$ cat config.mk
export PLATFORM = sky130hd
export DESIGN_NAME = sysbus_arbiter
export DESIGN_NICKNAME = d
export VERILOG_FILES = /design/src/rtl/sysbus_arbiter.sv
export SDC_FILE = /design/constraint.sdc
export NUM_CORES = 1
export LEC_CHECK = 0
export BUFFER_PORTS_ARGS = -buffer_cell sky130_fd_sc_hd__buf_2
export CORE_AREA = 4 4 181 183
export CTS_BUF_LIST = sky130_fd_sc_hd__clkbuf_4
export CTS_CLUSTER_SIZE = 30
export DETAILED_ROUTE_END_ITERATION = 8
export DIE_AREA = 0 0 185 187
export MAX_ROUTING_LAYER = met4
export SETUP_SLACK_MARGIN = 0.5
export SLEW_MARGIN = 25
export SYNTH_ARGS = -nofsm -noshare
export SYNTH_HDL_FRONTEND = slang
export SYNTH_SLANG_ARGS = --single-unit
$ cat constraint.sdc
create_clock -name clk -period 2.5 [get_ports clk]
set_input_delay 0.5 -clock clk [delete_from_list [all_inputs] [get_ports clk]]
set_output_delay 0.5 -clock clk [all_outputs]
set_load 0.005 [all_outputs]
$ cat src/rtl/sysbus_arbiter.sv
// sysbus_arbiter: grants one of two Top-style clients access to a single
// Sysbus Top port and keeps the bus locked until that client's transaction
// (one address beat plus its write-data or read-response beats) completes.
module sysbus_arbiter #(
  parameter int DATA_WIDTH  = 64,
  parameter int TAG_WIDTH   = 13,
  parameter int READ_BEATS  = 8,
  parameter int WRITE_BEATS = 8
) (
  input  logic                  clk,
  input  logic                  reset,
  input  logic [DATA_WIDTH-1:0] c0_req,
  input  logic [TAG_WIDTH-1:0]  c0_reqtag,
  input  logic                  c0_reqcyc,
  output logic                  c0_reqack,
  output logic [DATA_WIDTH-1:0] c0_resp,
  output logic [TAG_WIDTH-1:0]  c0_resptag,
  output logic                  c0_respcyc,
  input  logic                  c0_respack,
  input  logic [DATA_WIDTH-1:0] c1_req,
  input  logic [TAG_WIDTH-1:0]  c1_reqtag,
  input  logic                  c1_reqcyc,
  output logic                  c1_reqack,
  output logic [DATA_WIDTH-1:0] c1_resp,
  output logic [TAG_WIDTH-1:0]  c1_resptag,
  output logic                  c1_respcyc,
  input  logic                  c1_respack,
  output logic [DATA_WIDTH-1:0] bus_req,
  output logic [TAG_WIDTH-1:0]  bus_reqtag,
  output logic                  bus_reqcyc,
  input  logic                  bus_reqack,
  input  logic [DATA_WIDTH-1:0] bus_resp,
  input  logic [TAG_WIDTH-1:0]  bus_resptag,
  input  logic                  bus_respcyc,
  output logic                  bus_respack,
  output logic                  err
);

  localparam int MAX_BEATS = (READ_BEATS > WRITE_BEATS) ? READ_BEATS : WRITE_BEATS;
  localparam int CW        = $clog2(MAX_BEATS + 1);
  localparam logic [CW-1:0] LAST_RD = CW'(READ_BEATS - 1);
  localparam logic [CW-1:0] LAST_WR = CW'(WRITE_BEATS - 1);

  typedef enum logic [1:0] {
    IDLE  = 2'd0,
    ADDR  = 2'd1,
    WDATA = 2'd2,
    RDATA = 2'd3
  } state_t;

  state_t          state_reg, state_next;
  logic            owner_reg, owner_next;
  logic            last_reg, last_next;
  logic [CW-1:0]   count_reg, count_next;
  logic            err_reg, err_next;

  // Owner's request side and response-accept, selected by the registered owner
  logic [DATA_WIDTH-1:0] own_req;
  logic [TAG_WIDTH-1:0]  own_reqtag;
  logic                  own_reqcyc;
  logic                  own_respack;
  logic                  req_xfer;
  logic                  resp_xfer;
  logic                  grant;

  assign own_req     = owner_reg ? c1_req     : c0_req;
  assign own_reqtag  = owner_reg ? c1_reqtag  : c0_reqtag;
  assign own_reqcyc  = owner_reg ? c1_reqcyc  : c0_reqcyc;
  assign own_respack = owner_reg ? c1_respack : c0_respack;
  assign req_xfer    = own_reqcyc & bus_reqack;
  assign resp_xfer   = bus_respcyc & own_respack;

  // Tie goes to the client that was not granted last; otherwise the lone requester
  assign grant = (c0_reqcyc & c1_reqcyc) ? ~last_reg : c1_reqcyc;

  assign err = err_reg;

  // State register and datapath registers, synchronous active-low reset
  always_ff @(posedge clk) begin
    if (!reset) begin
      state_reg <= IDLE;
      owner_reg <= 1'b0;
      last_reg  <= 1'b1;
      count_reg <= '0;
      err_reg   <= 1'b0;
    end else begin
      state_reg <= state_next;
      owner_reg <= owner_next;
      last_reg  <= last_next;
      count_reg <= count_next;
      err_reg   <= err_next;
    end
  end

  // Next-state logic: arbitration, beat counting and stray-response detection
  always_comb begin
    state_next = state_reg;
    owner_next = owner_reg;
    last_next  = last_reg;
    count_next = count_reg;
    err_next   = err_reg | (bus_respcyc & (state_reg != RDATA));
    case (state_reg)
      IDLE: begin
        if (c0_reqcyc | c1_reqcyc) begin
          owner_next = grant;
          last_next  = grant;
          state_next = ADDR;
        end
      end
      ADDR: begin
        if (req_xfer) begin
          count_next = '0;
          state_next = own_reqtag[TAG_WIDTH-1] ? RDATA : WDATA;
        end
      end
      WDATA: begin
        if (req_xfer) begin
          if (count_reg == LAST_WR) begin
            count_next = '0;
            state_next = IDLE;
          end else begin
            count_next = count_reg + 1'b1;
          end
        end
      end
      RDATA: begin
        if (resp_xfer) begin
          if (count_reg == LAST_RD) begin
            count_next = '0;
            state_next = IDLE;
          end else begin
            count_next = count_reg + 1'b1;
          end
        end
      end
      default: state_next = IDLE;
    endcase
  end

  // Output routing: forward only between the owner and the bus in the matching state
  always_comb begin
    bus_req     = '0;
    bus_reqtag  = '0;
    bus_reqcyc  = 1'b0;
    bus_respack = bus_respcyc;
    c0_reqack   = 1'b0;
    c1_reqack   = 1'b0;
    c0_resp     = '0;
    c0_resptag  = '0;
    c0_respcyc  = 1'b0;
    c1_resp     = '0;
    c1_resptag  = '0;
    c1_respcyc  = 1'b0;
    case (state_reg)
      ADDR, WDATA: begin
        bus_req    = own_req;
        bus_reqtag = own_reqtag;
        bus_reqcyc = own_reqcyc;
        if (owner_reg) c1_reqack = bus_reqack;
        else           c0_reqack = bus_reqack;
      end
      RDATA: begin
        bus_respack = own_respack;
        if (owner_reg) begin
          c1_resp    = bus_resp;
          c1_resptag = bus_resptag;
          c1_respcyc = bus_respcyc;
        end else begin
          c0_resp    = bus_resp;
          c0_resptag = bus_resptag;
          c0_respcyc = bus_respcyc;
        end
      end
      default: ;
    endcase
  end

endmodule

* After elaboration in Yosys (flattened, before gate mapping)
Index checks and enable logic that the tools add are counted.
** Cells by class
- Bitwise operators :: 7
- Muxes and demuxes :: 37
- Add/sub/neg operators :: 1
- Equality and inequality tests :: 9
- Reductions and logical operators :: 6
** Operators with widths (number)
- $mux 64 :: 6
- $mux 13 :: 6
- $mux 4 :: 4
- $mux 1 :: 14
- $pmux 4 s3 :: 1
- $mux 2 :: 5
- $ne 2x2->1 const B :: 5
- $pmux 2 s4 :: 1
- $reduce_and 4->1 :: 2
- $add 4x1->4 const B :: 1
- $and 1x1->1 :: 4
- $eq 2x2->1 const B :: 2
- $eq 4x3->1 const B :: 1
- $reduce_bool 3->1 :: 1
- $eq 2x1->1 const B :: 1
- $logic_not 2->1 :: 1
- $or 1x1->1 :: 2
- $reduce_and 2->1 :: 1
- $reduce_or 2->1 :: 1
- $not 1->1 :: 1
** Storage, ports and cells
- Logic and storage cells :: 65
- Flip-flop bits (word level) :: 9

* Longest topological paths before layout
Gate-level depths: netlist of run 1.
- Word-level depth :: 4
- Mapped depth :: 7

* Least setup slack after synthesis of run 1
OpenSTA, ideal clock, no wires.
- Path kind :: register to output
- Start :: register state_reg[0]
- End :: output port c0_resp[32]
- Setup slack :: 0.564 ns
- Buffers on the path :: 2
- Stages on the path, launching flop included :: 7
- Arrival :: 1.436 ns
- Required time :: 2.000 ns
- Path through :: dfxtp_1 > ha_1 > inv_1 > nor2_1 > clkbuf_1 > clkbuf_1 > and2_1
** Between the ends
- Longest elaborated chain between the ends :: 2
** RTL lines
- from (decl) :: RTL line 51 : state_t state_reg, state_next;
- from (signal assigned) :: RTL line 87 : state_reg <= state_next;
- $eq 2x2->1 :: RTL line 154 : case (state_reg)
- $mux 64 :: RTL line 154
- to (decl) :: RTL line 16 : output logic [DATA_WIDTH-1:0] c0_resp,
No other way between the ends.

* Final worst setup path of run 1
- Start :: register owner_reg
- End :: output port bus_req[28]
** Between the ends
- Longest elaborated chain between the ends :: 2
** RTL lines
- from (decl) :: RTL line 52 : logic owner_reg, owner_next;
- from (signal assigned) :: RTL line 88 : owner_reg <= owner_next;
- $mux 64 :: RTL line 66 : assign own_req = owner_reg ? c1_req : c0_req;
- $mux 64 :: RTL line 154
- to (decl) :: RTL line 28 : output logic [DATA_WIDTH-1:0] bus_req,
No other way between the ends.

==> results of run 1 <==
-- how the worst max path moves through the flow --
stage,startpoint,end,cells past startpoint,slack (ns)
CTS,state_reg[1],bus_req[31],6,0.39
global route,state_reg[1],c0_resp[44],8,0.30
floorplan,state_reg[0],c0_resp[32],6,0.56
finish,owner_reg,bus_req[28],5,0.36
global placement,owner_reg,bus_req[34],4,0.36
detailed placement,owner_reg,bus_req[34],4,0.37
-- cells in the final DEF (no fill, tap or decap), drive strengths merged, types with 6 or more instances in the layout --
cell type	count
a21oi	6
and2	77
and3	80
buf	514
clkbuf	11
dfxtp	9
ha	6
inv	6
mux2i	81
nand2	9
nor2	10
nor2b	79
-- Yosys cell counts --
cell type   n  area, um2
clkbuf_1   36      135.1
o21a_1      1      7.510
nor4_1      2      12.51
or4_1       2      15.01
o211ai_1    1      7.510
buf_4       1      7.510
nand2_1     9      33.78
o21ai_0     2      10.01
inv_1       6      22.52
nor2_1     10      37.54
dfxtp_1     9      180.2
and3b_1     1      8.760
ha_1        6      75.07
and2_1     77      481.7
o22a_2      1      10.01
a21oi_1     6      30.03
a2111oi_4   1      27.53
buf_2       8      40.04
mux2i_1    81      810.8
o31ai_1     2      15.01
and3_1     80      500.5
nor2b_1    79      494.2
o22ai_1     1      6.260
nand4b_1    1      8.760
or3_1       2      12.51
nor3_1      2      10.01
or3b_2      1      8.760
o32ai_1     1      8.760
-- final cells by class --
class                           count  area share
Sequential cell                     9     0.02682
Timing Repair Buffer              521      0.4805
Clock buffer                        4    0.004208
Tap cell                          402     0.07048
Antenna cell                        1   0.0003506
Inverter                            6    0.003506
Multi-Input combinational cell    369      0.4141
-- tightest hold or removal path, stage by stage, from the launching register on --
cell,delay [ns]
dfxtp_1,0.33
a21oi_1,0.04
nor2_1,0.07
-- logic make-up (layout without fill, tap and decap cells) --
logic type | Yosys count | after routing | share of synthesized area
simple gates | 266 | 266 | 0.5381
mux | 81 | 81 | 0.2687
buf+inv | 51 | 531 | 0.06799
compound gates | 16 | 16 | 0.04063
flops | 9 | 9 | 0.05970
fa+ha+maj | 6 | 6 | 0.02487
other cells | 0 | 1 | 0
-- layer usage --
metal | global-route usage | share of wire | vias to the layer above
li1 | - | - | 2433
met1 | 0.1465 | 0.43 | 2419
met2 | 0.1933 | 0.51 | 199
met3 | 0.007196 | 0.057 | 16
met4 | 0.006776 | 0.0043 | 0
met5 | - | 0 | -
-- what timing repair did --
action                                  4_1_cts  5_1_grt
endpoints found under the setup margin      199      168
setup buffers                                15        1
cloned                                       10        9
gates resized for setup                      28       93
pin swaps                                     2       31
-- report_power, final --
group / total (uW) / switching, uW / internal (uW)
registers: 209 / 31.7 / 177
clock network: 129 / 56.2 / 72.5
logic: 4070 / 1750 / 2320
total: 4410 / 1840 / 2570
-- stage by stage --
step | total power [uW] | hold WS (ns)
2_1_floorplan | 1649 | 0.4497
3_3_place_gp | 2779 | 0.4525
3_5_place_dp | 2806 | 0.4560
4_1_cts | 3787 | 0.4739
5_1_grt | 4715 | 0.5035
6_report | 4407 | 0.4691
==> out/qor.yml, run 1 <==
floorplanning:
  boundaryPins: 477
  start_util: 0.09663
  fp.coreArea_mm2: 0.03123
  die_h_um: 187
  die_area_mm2: 0.03460
  die_w_um: 185
  num_rows: 65
critical_path:
  reg2reg_depth: 6
  crit_fanout: 24
  cp_top_family: "buffers and inverters"
  crit_slowest_cell: "mux2i_1"
  worstSetupPathType: "reg -> out"
  r2r_start: "state_reg[1]"
  worstPathRequired_ns: 2.00
  arrival_ns: 1.64
  critPathMaxStageDelay_ns: 0.39
  ff2ff_setup_slack_ns: 0.66
  r2r-end: "count_reg[0]"
  end_kind: "output pin"
  path_cells: "buf_12, buf_16, mux2i_1, nor2b_1, buf_2"
  worst-path-buf-inv: 3
  crit_path_start_kind: "flip-flop"
global_routing:
  grt_pass1_wl_um: 29280
  grt_max_degree: 85
  grt_overflow: 0
  grt_pass1_vias: 4633
  grt_use_total: 0.1104
  grt_antenna_before_repair: 1
power:
  vdd_drop_max_mv: 0.3834
  power_leakage_uw: 0.004124
  powerDensity_mw_per_mm2: 617.5
drt:
  drt-total-wl_um: 22810
  dr.first_iter.drc_count: 265
  firstDrtPassIters: 5
  avgViaCountPerCell: 3.862
  vias: 5067
  final_antenna_net_count: 0
  drc: 0
  detail_route.wl_per_cell_um: 17.38
run:
  drv_cap: 0
clock_tree:
  clockRootBuffer: "clkbuf_4"
  clock_path_buffers: 2
  clkSinkCount: 9
  h-tree-depth: 1
  insertion_delay_ns: 0.26
  hold_buffers: 0
  cts_tree: "built"
  cts_buffers: 3
  clk_pin_slew_ns: 0.07
layout:
  drive_gt1_frac: 0.6590
  nNetsFinal: 1155
  regArea_um2: 191.4
  final_area_mm2: 0.007137
  nFillCells: 3495
  area_growth_syn_to_layout_pct: 136.5
  multi_input_area_mm2: 0.002955
  final_util: 0.2285
  instances_no_fill: 1312
  largest_reg_flops: 4
sta:
  max_slew_margin: 0.7375
  grt_setup_unrepaired: "yes"
  hold_viol: 0
  tightest_slew_ns: 0.3861
  drv_slew: 0
  finalSetupTns_ns: 0
  setup_viol: 0
  fmax_mhz: 467.1
  timing.final.ws_setup_ns: 0.3590
  min_period_ns: 2.141
  fin_crit_sh: 0.8564
  skew_ns: 0.0006530
placed_design:
  routabilityCongestion: 0.8880
  placed_area_mm2: 0.005874
  port_buffers: 476
  place_ws_ns: 0.3687
  hpwl_um: 16030
  dp.cells: 1272
logic_synthesis:
  syn-num-nets: 674
  synth_area_per_cell_um2: 7.035
  yosys_register_bits: 9
  ys_types: 28
  yosysWarnings: 0
  seq_area_frac_synth: 0.05970
  synth_area_mm2: 0.003018
  netlist_instances: 429
hold_path:
  worstHoldPathCells: 2
  min_to: "err"
  hold_start: "err"
  hold_class: "reg -> reg"
status:
  outcome: "finished, final reports clean"
(Power assumes the default switching activity.)
==> inputs of run 2 (changes only) <==
==> constraint.sdc (replaced) <==
create_clock -name clk -period 2.5 [get_ports clk]
set_input_delay 0 -clock clk [delete_from_list [all_inputs] [get_ports clk]]
set_output_delay 0 -clock clk [all_outputs]
set_load 0.005 [all_outputs]
==> run 2 against run 1 <==
Register-to-register slack got worse by 0.03 ns. Non-clock buffer count fell by 37. Worst setup slack improved by 0.20 ns. Hold slack got worse by 0.45 ns. Die area unchanged. Wire length is 18% lower. Sequential cell count unchanged. Combinational power decreased by 35%. Critical path type unchanged.
==> out/qor.yml, run 2 (synthesis results as in run 1) <==
floorplanning:
  die_area_mm2: 0.03460  # unchanged
  die_h_um: 187  # unchanged
  die_w_um: 185  # unchanged
  start_util: 0.09663  # unchanged
  num_rows: 65  # unchanged
  fp.coreArea_mm2: 0.03123  # unchanged
  boundaryPins: 477  # unchanged
drt:
  drc: 0  # unchanged
  final_antenna_net_count: 0  # unchanged
  detail_route.wl_per_cell_um: 14.69  # -15%
  dr.first_iter.drc_count: 245  # -7.5%
  avgViaCountPerCell: 3.659  # -5.3%
  drt-total-wl_um: 18750  # -18%
  vias: 4669  # -7.9%
  firstDrtPassIters: 5  # unchanged
global_routing:
  use_met2: 0.1720  # -0.02134
  grt_max_degree: 83  # -2.4%
  grt_use_total: 0.09552  # -0.01490
  grt_pass1_vias: 4254  # -8.2%
  grt_antenna_before_repair: 0  # -1
  met1_usage: 0.1218  # -0.02470
  grt_overflow: 0  # unchanged
  grt_pass1_wl_um: 25920  # -11%
  grtUsageMet3: 0.007974  # +0.0007779
  grt.busiest_layer: "met2"
critical_path:
  end_kind: "output pin"
  reg2reg_depth: 6  # unchanged
  critPathMaxStageDelay_ns: 0.45  # +0.06 ns
  arrival_ns: 1.94  # +0.30 ns
  worst-path-buf-inv: 2  # -1
  crit_path_start_kind: "flip-flop"
  ff2ff_setup_slack_ns: 0.63  # -0.03 ns
  r2r-end: "state_reg[0]"
  path_cells: "buf_12, mux2i_1, nor2b_1, buf_2"
  worstPathRequired_ns: 2.50  # +0.50 ns
  crit_fanout: 79  # +230%
  cp_top_family: "buffers and inverters"
  crit_slowest_cell: "dfxtp_4"
  worstSetupPathType: "reg -> out"
  r2r_start: "state_reg[0]"
clock_tree:
  h-tree-depth: 1  # unchanged
  clk_pin_slew_ns: 0.07  # about the same
  clock_path_buffers: 2  # unchanged
  hold_buffers: 0  # unchanged
  cts_buffers: 3  # unchanged
  cts_tree: "built"
  clkSinkCount: 9  # unchanged
  insertion_delay_ns: 0.26  # about the same
  clockRootBuffer: "clkbuf_4"
layout:
  largest_reg_flops: 4  # unchanged
  area_growth_syn_to_layout_pct: 95.32
  layout_common_cells: "476 x buf_2, 80 x and3_1, 80 x mux2i_1"
  antenna_cells: 0  # -1
  final_common_cell: "buf_2"
  final_area_mm2: 0.005894  # -17%
  final_util: 0.1887  # -0.03978
  drive_gt1_frac: 0.5698  # -0.08917
  nNetsFinal: 1120  # -3.0%
sta:
  hold_viol: 0  # unchanged
  grt_setup_unrepaired: "yes"
  fmax_mhz: 514.9  # +10%
  min_period_ns: 1.942  # -0.1987 ns
  fin_crit_sh: 0.7769  # -0.07949
  setup_viol: 0  # unchanged
  tightest_slew_ns: 0.6218  # +0.2357 ns
  drv_slew: 0  # unchanged
  skew_ns: 0.0005157  # -0.0001372 ns
  whs_ns: 0.01701  # -0.4520 ns
  finalSetupTns_ns: 0  # unchanged
  max_slew_margin: 0.5854  # -0.1521
hold_path:
  hold_class: "in -> reg"
  worstHoldPathCells: 2  # unchanged
  hold_start: "reset"
  min_to: "last_reg"
power:
  net-switching-power_uw: 1387  # -25%
  powerDensity_mw_per_mm2: 502.7  # -19%
  seq_power_share: 0.070  # +0.023
  combPwrFrac: 0.886  # -0.037
  power_leakage_uw: 0.003647  # -12%
  power.total_uw: 2963  # -33%
  p_sw_frac: 0.4680  # +0.05041
  intPower_uw: 1576  # -39%
  vdd_drop_max_mv: 0.7036  # +84%
  pwr-share-clk: 0.044  # +0.015
run:
  drv_cap: 0  # unchanged
placed_design:
  hpwl_um: 15720  # -1.9%
  routabilityCongestion: 0.8775  # -1.2%
  placed_area_mm2: 0.005819  # -0.94%
  port_buffers: 476  # unchanged
status:
  outcome: "finished, final reports clean"
run 2: power by group through the flow:
| stage | Sequential (uW) | Clock (uW) | Combinational (uW) |
|---|---|---|---|
| after global placement | 208 | 0 | 2570 |
| after global routing | 213 | 139 | 2890 |
| final | 208 | 130 | 2630 |
| after floorplan | 189 | 0 | 1460 |
| after CTS | 208 | 134 | 2650 |
| after detailed placement | 209 | 0 | 2600 |
run 2: per-stage QoR:
stage	setup WS, ns	instances
global placement	0.4996	1267
finish	0.5577	1276
detailed placement	0.5087	1268
floorplan	0.8524	429
global route	0.4602	1276
CTS	0.5322	1273
run 2: metal layers:
layer	wire, um	up-vias	part of all wire
met1	7822	2133	0.42
li1	-	2348	-
met2	9699	178	0.52
met4	82	0	0.0044
met5	0	-	0
met3	1144	10	0.061
run 2: timing repair:
item / 4_1_cts / 5_1_grt
endpoints found under the setup margin: 57 / 59
endpoints found under the hold margin: 0 / 0
gates resized for setup: 2 / 1
cloned: 1 / 1
setup buffers: 0 / 2
pin swaps: 0 / 1
run 2: cell type report:
cell class	instances	area [um2]
Clock buffer	4	30.03
Fill cell	3579	25340
Inverter	6	22.52
Multi-Input combinational cell	371	2671
Sequential cell	9	183.9
Tap cell	402	503.0
Timing Repair Buffer	484	2484
run 2: worst max-delay path by stage:
stage | start | to | cells after the start
final | owner_reg | bus_req[33] | 4
after global routing | state_reg[0] | state_reg[1] | 6
after CTS | state_reg[0] | count_reg[2] | 5
after detailed placement | owner_reg | state_reg[0] | 5
after global placement | state_reg[0] | c0_resp[23] | 5
after floorplan | state_reg[0] | count_reg[1] | 5
==> inputs of run 3 (changes only) <==
- CORE_AREA: 4 4 181 183 -> 4 4 185 187
- DIE_AREA: 0 0 185 187 -> 0 0 189 191
- clock period: 2.5 -> 1.7 ns (I/O delays scaled with it)
==> run 3 against run 2 <==
Worst setup slack got worse by 0.56 ns. Final area rose by 28%. Largest power group unchanged. Global-route usage rose by 0.85 points. Final cell count rose by 6.9%. Via count rose by 8.8%. The flow now finishes with violations (negative setup slack).
==> out/qor.yml, run 3 (synthesis results as in run 1) <==
status:
  outcome: "complete, but fails checks"
  violations: "negative setup slack"
global_routing:
  grt_use_total: 0.1040  # +0.008516
  grt_overflow: 0  # unchanged
  grt_antenna_before_repair: 4  # +4
  grt_pass1_vias: 4905  # +15%
  grt_pass1_wl_um: 28910  # +12%
  grt_max_degree: 75  # -9.6%
sta:
  drv_slew: 0  # unchanged
  min_period_ns: 1.706
  finalSetupTns_ns: -0.007790  # -0.007790 ns
  tightest_slew_ns: 0.4037  # -0.2181 ns
  timing.final.ws_setup_ns: -0.005598  # -0.5633 ns
  hold_viol: 0  # unchanged
  fmax_mhz: 586.3
  whs_ns: 0.02862  # +0.01160 ns
  grt_setup_unrepaired: "yes"
  skew_ns: 0.009435  # +0.008920 ns
  max_slew_margin: 0.7231  # +0.1377
  fin_crit_sh: 1.003
  setup_viol: 2  # +2
power:
  p_sw_frac: 0.4219  # -0.04612
  intPower_uw: 3857  # +140%
  pwr-share-clk: 0.030  # -0.014
  vdd_drop_max_mv: 0.6789  # -3.5%
  seq_power_share: 0.047  # -0.023
  powerDensity_mw_per_mm2: 886.7  # +76%
  combPwrFrac: 0.924  # +0.038
  net-switching-power_uw: 2814  # +100%
  power_leakage_uw: 0.004218  # +16%
  power.total_uw: 6671  # +130%
clock_tree:
  cts_tree: "built"
  clock_path_buffers: 2  # unchanged
  clk_pin_slew_ns: 0.06  # about the same
  cts_buffers: 3  # unchanged
  insertion_delay_ns: 0.28  # +0.02 ns
  clkSinkCount: 9  # unchanged
  hold_buffers: 0  # unchanged
  h-tree-depth: 1  # unchanged
  clockRootBuffer: "clkbuf_4"
drt:
  avgViaCountPerCell: 3.723  # +1.7%
  dr.first_iter.drc_count: 135  # -45%
  vias: 5078  # +8.8%
  drt-total-wl_um: 21880  # +17%
  firstDrtPassIters: 4  # -1
  final_antenna_net_count: 0  # unchanged
  detail_route.wl_per_cell_um: 16.04  # +9.2%
  drc: 0  # unchanged
floorplanning:
  boundaryPins: 477  # unchanged
  die_w_um: 189  # +2.2%
  num_rows: 66  # +1.5%
  start_util: 0.09299  # -0.003644
  die_h_um: 191  # +2.1%
  die_area_mm2: 0.03610  # +4.3%
  fp.coreArea_mm2: 0.03245  # +3.9%
critical_path:
  cpMostUsedCell: "buf_6"
  arrival_ns: 1.71  # -0.23 ns
  critPathMaxStageDelay_ns: 0.37  # -0.08 ns
  crit_slowest_cell: "dfxtp_4"
  path_cells: "ha_4, buf_6, inv_4, nor2_4, buf_8, buf_12, clkbuf_16, and2_4, buf_6"
  crit_path_start: "state_reg[0]"
  r2r_start: "state_reg[1]"
  crit_fanout: 4  # -95%
  worstPathRequired_ns: 1.70  # -0.80 ns
  crit_path_start_kind: "flip-flop"
  cp_top_family: "buffers and inverters"
  end_kind: "output pin"
  worst-path-buf-inv: 6  # +4
  worstSetupPathType: "reg -> out"
layout:
  final_common_cell: "buf_2"
  layout_common_cells: "438 x buf_2, 80 x and3_1, 75 x mux2i_1"
  largest_reg_flops: 4  # unchanged
  nFillCells: 3523  # -1.6%
  nNetsFinal: 1165  # +4.0%
  drive_gt1_frac: 0.6942  # +0.1244
  area_growth_syn_to_layout_pct: 149.3
placed_design:
  hpwl_um: 14540  # -7.5%
  place_ws_ns: 0.08291  # -0.4258 ns
  routabilityCongestion: 0.8051  # -8.3%
  port_buffers: 476  # unchanged
run:
  drv_cap: 0  # unchanged
hold_path:
  hold_class: "in -> reg"
  hold_start: "reset"
## run 3: cell types whose count changed in the layout (fill, tap and decap cells not counted), sizes merged
cell    previous run  this run
diode              0         3
clkbuf             4         7
buf              484       528
nor2              12        10
## run 3: worst paths after layout
check             cells after the start  slack, ns      endpoint
setup / recovery                      9     -0.006   c0_resp[52]
hold / removal                        2       0.03      last_reg
setup reg to reg                      6       0.01  count_reg[0]
hold reg to reg                       1       0.50      last_reg
## run 3: final cells by class
cell class	instances	area, um2	area share
Timing Repair Buffer	531	3605	0.4791
Clock buffer	4	30.03	0.003991
Sequential cell	9	192.7	0.02561
Inverter	6	32.53	0.004324
Antenna cell	3	7.507	0.0009978
Tap cell	442	553.0	0.07351
Multi-Input combinational cell	369	3103	0.4124
## run 3: power by group through the flow
stage	clock (uW)	combinational, uW	sequential, uW
2_1_floorplan	0	2220	302
3_3_place_gp	0	3830	321
3_5_place_dp	0	3880	325
4_1_cts	203	5650	309
5_1_grt	223	6620	318
6_report	198	6160	312
## run 3: metal layers
layer / GRT usage / up-vias / routed length, um
met5: - / - / 0
met4: 0.01513 / 0 / 335
met3: 0.01552 / 18 / 1658
met2: 0.1913 / 247 / 11740
met1: 0.1229 / 2356 / 8148
li1: - / 2457 / -
## run 3: repair_timing
| item | CTS | global route |
|---|---|---|
| buffers inserted | 20 | 2 |
| pin swaps | 27 | 23 |
| gates resized for setup | 120 | 56 |
| endpoints found under the setup margin | 244 | 244 |
| gates cloned | 15 | 3 |
## run 3: through the flow
| stage | instance area [um2] | util | std cells |
|---|---|---|---|
| after detailed placement | 6006 | 0.1851 | 1317 |
| final | 7523 | 0.2318 | 1364 |
| after CTS | 7158 | 0.2206 | 1356 |
| after global placement | 6006 | 0.1851 | 1317 |
| after global routing | 7523 | 0.2318 | 1364 |
| after floorplan | 3105 | - | 429 |
